==> config.mk <==
export PLATFORM = sky130hd
export DESIGN_NAME = alu_share_arbiter
export DESIGN_NICKNAME = d
export VERILOG_FILES = /design/src/rtl/alu_share_arbiter_pkg.sv /design/src/rtl/alu_share_arbiter_logic8bit.sv /design/src/rtl/and8bit.sv /design/src/rtl/alu_share_arbiter.sv
export SDC_FILE = /design/constraint.sdc
export NUM_CORES = 1
export LEC_CHECK = 0
export CORE_MARGIN = 3
export CORE_UTILIZATION = 51
export DETAILED_ROUTE_END_ITERATION = 10
export PLACE_DENSITY = 0.89
export SKIP_CTS_REPAIR_TIMING = 1
export SKIP_LAST_GASP = 1
export SYNTH_ARGS = -nofsm -noshare
export SYNTH_HDL_FRONTEND = slang
export SYNTH_SLANG_ARGS = --single-unit
==> constraint.sdc <==
create_clock -name clk -period 4.3 [get_ports clk]
set_clock_uncertainty 0.2 [all_clocks]
set_input_delay 1.29 -clock clk [delete_from_list [all_inputs] [get_ports clk]]
set_output_delay 1.29 -clock clk [all_outputs]
set_load 0.01 [all_outputs]
==> src/rtl/alu_share_arbiter_pkg.sv <==
// Shared types for the two-requester logic-unit arbiter: opcodes, FSM states
// and the captured request record.
package alu_share_arbiter_pkg;

    localparam int DW      = 8;
    localparam int CNT_DEF = 16;

    typedef enum logic [1:0] {
        OP_AND = 2'b00,
        OP_OR  = 2'b01,
        OP_XOR = 2'b10,
        OP_NOR = 2'b11
    } op_t;

    typedef enum logic [1:0] {
        S_IDLE = 2'b00,
        S_EXEC = 2'b01,
        S_RESP = 2'b10
    } state_t;

    typedef struct packed {
        op_t           op;
        logic [DW-1:0] a;
        logic [DW-1:0] b;
        logic          id;
    } req_t;

endpackage

==> src/rtl/alu_share_arbiter_logic8bit.sv <==
// Combinational bitwise logic unit: AND via the shared and8bit cell,
// OR/XOR/NOR built locally.
module logic8bit
    import alu_share_arbiter_pkg::*;
(
    input  op_t     op,
    input  logic [DW-1:0] a,
    input  logic [DW-1:0] b,
    output logic [DW-1:0] y
);
    logic [DW-1:0] y_and, y_or, y_xor, y_nor;

    and8bit u_and (.a(a), .b(b), .y(y_and));

    assign y_or  = a | b;
    assign y_xor = a ^ b;
    assign y_nor = ~(a | b);

    always_comb begin
        y = y_and;
        case (op)
            OP_AND:  y = y_and;
            OP_OR:   y = y_or;
            OP_XOR:  y = y_xor;
            OP_NOR:  y = y_nor;
            default: y = y_and;
        endcase
    end
endmodule

==> src/rtl/and8bit.sv <==
// Existing 8-bit AND cell of the logic datapath.
module and8bit (
    input  logic [7:0] a,
    input  logic [7:0] b,
    output logic [7:0] y
);
    assign y = a & b;
endmodule

==> src/rtl/alu_share_arbiter.sv <==
// Round-robin share of one 8-bit logic unit between two requesters, with a
// single registered response port tagged by the winning requester.
module alu_share_arbiter
    import alu_share_arbiter_pkg::*;
#(
    parameter int WIDTH = DW,
    parameter int CNT_W = CNT_DEF
) (
    input  logic             clk,
    input  logic             reset,
    input  logic [1:0]       req_valid,
    output logic [1:0]       req_ready,
    input  logic [1:0]       req_op0,
    input  logic [1:0]       req_op1,
    input  logic [WIDTH-1:0] req_a0,
    input  logic [WIDTH-1:0] req_b0,
    input  logic [WIDTH-1:0] req_a1,
    input  logic [WIDTH-1:0] req_b1,
    output logic             resp_valid,
    input  logic             resp_ready,
    output logic [WIDTH-1:0] resp_data,
    output logic             resp_id,
    output logic [CNT_W-1:0] ops_done
);
    state_t     state, state_nxt;
    logic       last_grant, grant, take, accept;
    req_t       cap, req_sel;
    logic [WIDTH-1:0] y;

    // Arbitration: a lone requester wins outright; on contention the one that
    // did not win last time goes first.
    always_comb begin
        grant = 1'b0;
        if (req_valid == 2'b11)
            grant = ~last_grant;
        else if (req_valid == 2'b10)
            grant = 1'b1;

        req_ready = 2'b00;
        if (state == S_IDLE && (|req_valid) && !reset)
            req_ready[grant] = 1'b1;

        take   = |(req_valid & req_ready);
        accept = (state == S_RESP) && resp_ready;

        req_sel.id = grant;
        req_sel.op = grant ? op_t'(req_op1) : op_t'(req_op0);
        req_sel.a  = grant ? req_a1 : req_a0;
        req_sel.b  = grant ? req_b1 : req_b0;
    end

    always_ff @(posedge clk or posedge reset) begin
        if (reset)
            state <= S_IDLE;
        else
            state <= state_nxt;
    end

    always_comb begin
        state_nxt = state;
        case (state)
            S_IDLE:  if (take) state_nxt = S_EXEC;
            S_EXEC:  state_nxt = S_RESP;
            S_RESP:  if (resp_ready) state_nxt = S_IDLE;
            default: state_nxt = S_IDLE;
        endcase
    end

    logic8bit u_logic (
        .op (cap.op),
        .a  (cap.a),
        .b  (cap.b),
        .y  (y)
    );

    // Counter is written every cycle so its value always follows the register
    // contents, including after a preload.
    always_ff @(posedge clk or posedge reset) begin
        if (reset) begin
            last_grant <= 1'b1;
            cap        <= '0;
            resp_valid <= 1'b0;
            resp_data  <= '0;
            resp_id    <= 1'b0;
            ops_done   <= '0;
        end else begin
            if (take) begin
                cap        <= req_sel;
                last_grant <= grant;
            end
            if (state == S_EXEC) begin
                resp_data  <= y;
                resp_id    <= cap.id;
                resp_valid <= 1'b1;
            end
            if (accept)
                resp_valid <= 1'b0;
            ops_done <= ops_done + CNT_W'(accept);
        end
    end
endmodule
==> summary.txt <==
Final layout
  – Filler cells: 341
  – Number of nets in the layout: 358
  – Register area: 1202 um2
  – Final std cells w/o fill: 352
  – Layout cells sized above 1: 6.667%
  – Multi-input gate area: 1031 um2
  – Syn-to-layout area delta: 32.43%
  – ANT cells: 0

Logic synthesis
  – Largest cells by area after synthesis: dfrtp_1, ha_1, a222oi_1, xnor2_1, inv_1
  – Share of Yosys cell area claimed by the top area cell type: 47.93%
  – Seq/Total Area, Yosys: 49.01%
  – Area leader, netlist: dfrtp_1
  – EDFF count, synth: 0
  – Yosys reg bits: 48
  – Ys async rst share: 100.0%
  – Syn nets: 291
  – Synth warnings: 0
  – Mean Syn Cell Area: 10.58 um2
  – Synthesized instance count: 232
  – Post-synth top flop: dfrtp_1
  – Most frequent cell after synthesis: dfrtp_1
  – Distinct cells, synth: 29
  – Cell area after synthesis: 2454 um2
  – Synth top cells by count: dfrtp_1, inv_1, a222oi_1, ha_1, xnor2_1

Critical path
  – Cell Chain, Critical Path: clkdlybuf4s50_1 > nor3_2 > and3_2 > clkdlybuf4s50_1
  – CP startpoint kind: input port
  – Most used cell, CP: clkdlybuf4s50_1
  – CP Max Fanout: 5
  – Max stage delay on crit path: 0.55 ns
  – Data arrival, critical path: 2.77 ns
  – Critical path endpoint category: output pin
  – Critical Setup Path Class: input port to output pin
  – Slowest-stage cell, CP: clkdlybuf4s50_1
  – Worst r2r path cells: 8
  – CP required: 2.81 ns

Floorplanning
  – Initial Utilization: 54.47%
  – Die span in x: 75.36 um
  – Core region area: 4504 um2
  – Die footprint: 5679 um2
  – Die height: 75.36 um
  – I/O pins: 69
  – Placement Rows: 24

Pwr
  – Leakage: 1.597 nW
  – P per Cell Area: 551.8 nW/um2
  – VDD IR max: 0.2761 mV

Global routing
  – Largest net degree at the start of global routing: 49
  – Vias in the first global route: 1915
  – Congestion Overflow GR: 0
  – Initial antenna violation count: 0
  – Tot GR Track Use: 20.72%
  – First-pass GRT wire length: 8.776 mm

Clock network
  – Root buf cell: clkbuf_8
  – Max clock buf depth: 2
  – CTS clk-pin slew, worst paths: 0.09 ns
  – Clk sinks: 48
  – Worst-Skew Late Latency: 0.30 ns
  – Cts bufs inserted: 5
  – CTS tree: done
  – Level count of the clock H-tree: 2

Placed design
  – Inst Count DP: 344
  – Gpl congestion: 0.7352
  – Input/output buffers: 68
  – Dpl hpwl: 4.144 mm

Timing
  – Final min period: 4.258 ns
  – Max Slew Vio Count: 0
  – Maximum clock rate: 234.8 MHz
  – RSZ-0062 raised after global routing: yes
  – Final setup violation count: 0
  – Hold Violations, Final: 0
  – Final worst-path cycle share: 99.03%
  – Worst Tran Pin Value: 0.9685 ns
  – Rel. slew slack: 35.34%
  – Setup TNS: 0 ns

Drt
  – Drt drc: 0
  – WL per Instance: 15.40 um
  – Vias: 1912
  – Routed wire length: 5.421 mm
  – Vias per inst: 5.432
  – TritonRoute pass-1 iters: 7
  – Antenna viol nets, final: 0
  – DRT iter0 DRCs: 142

Job
  – Max_cap viols: 0

Min path
  – Hold depth: 2
  – Worst hold path class: register to register

Status
  – Status: completed
[placed cells by master, fill, tap and decap left out, types with 2 or more instances in the layout]
cell              n
a21o_1            2
a21oi_1           9
a222oi_1         18
and3_1            3
and3_2            2
buf_4             4
clkbuf_8          6
clkdlybuf4s50_1  68
dfrtp_1          47
ha_1             18
inv_1            38
mux2i_1           8
nand2_1          14
nand2b_1          3
nand3_1           7
nor2_1           11
o21ai_0           9
xnor2_1          18
xor2_1            4
[flip-flops by register name, indices dropped and copies added, names as in the netlist]
signal      flops
resp_data       8
resp_valid      1
cap            19
ops_done       16
resp_id         1
last_grant      1
state           2
[worst max-delay path, delay by kind of cell]
kind | cells | cell delay, ns
buffers and inverters | 2 | 0.99
AND/OR/NAND/NOR | 2 | 0.48
[final timing paths]
path                                           from                       end  slack, ns
setup / recovery                              reset              req_ready[0]       0.04
max in group asynchronous                     reset       cap[15]$_DFFE_PP0P_       1.81
hold / removal             resp_data[1]$_DFFE_PP0P_  resp_data[1]$_DFFE_PP0P_       0.28
hold reg to reg            resp_data[1]$_DFFE_PP0P_  resp_data[1]$_DFFE_PP0P_       0.28
min in group asynchronous                     reset    ops_done[15]$_DFF_PP0_       1.49
setup reg to reg               state[0]$_DFFE_PP0P_    ops_done[14]$_DFF_PP0_       2.10
[power breakdown]
group | total (W) | leakage [nW] | switching, W | internal [W]
Combinational | 0.000731 | 0.938 | 0.000331 | 0.000400
Clock | 0.000280 | 0.0445 | 0.000149 | 0.000131
Sequential | 0.000783 | 0.615 | 0.000178 | 0.000604
[stage by stage]
stage | hold slack (ns) | util, % | total power [W] | worst slack [ns] | instance area, um2
after detailed placement | 0.2708 | 70.00 | 0.001515 | -0.003061 | 3153
after CTS | 0.2913 | 72.08 | 0.001805 | -0.01148 | 3247
after global placement | 0.2582 | 70.00 | 0.001454 | 0.02250 | 3153
final | 0.2833 | 72.14 | 0.001793 | 0.04164 | 3249
after global routing | 0.3044 | 72.14 | 0.001928 | -0.01683 | 3249
after floorplan | 0.2458 | - | 0.001230 | 0.9757 | 2454
[routing by layer]
metal	routed length (um)	global-route usage, %
met1	2185	25.54
met2	2840	36.34
met3	256	3.958
met4	138	7.184
met5	0	0
[cells by family (layout without fill, tap and decap cells)]
family	Yosys count	after routing	share of synthesized area [%]
fa+ha+maj	18	18	9.179
simple gates	45	45	9.332
xor+xnor	22	22	7.853
compound gates	39	39	11.83
mux	9	9	3.723
buf+inv	51	119	9.076
flops	48	48	49.01
[area by class of cell]
cell class / count / area share, %
clock buffers: 7 / 2.657
clock inverters: 1 / 0.2310
inverters: 39 / 4.505
multi-input cells: 133 / 31.73
flip-flops and latches: 48 / 37.00
well taps: 52 / 2.002
repair buffers: 72 / 21.87
(Power assumes the default switching activity.)
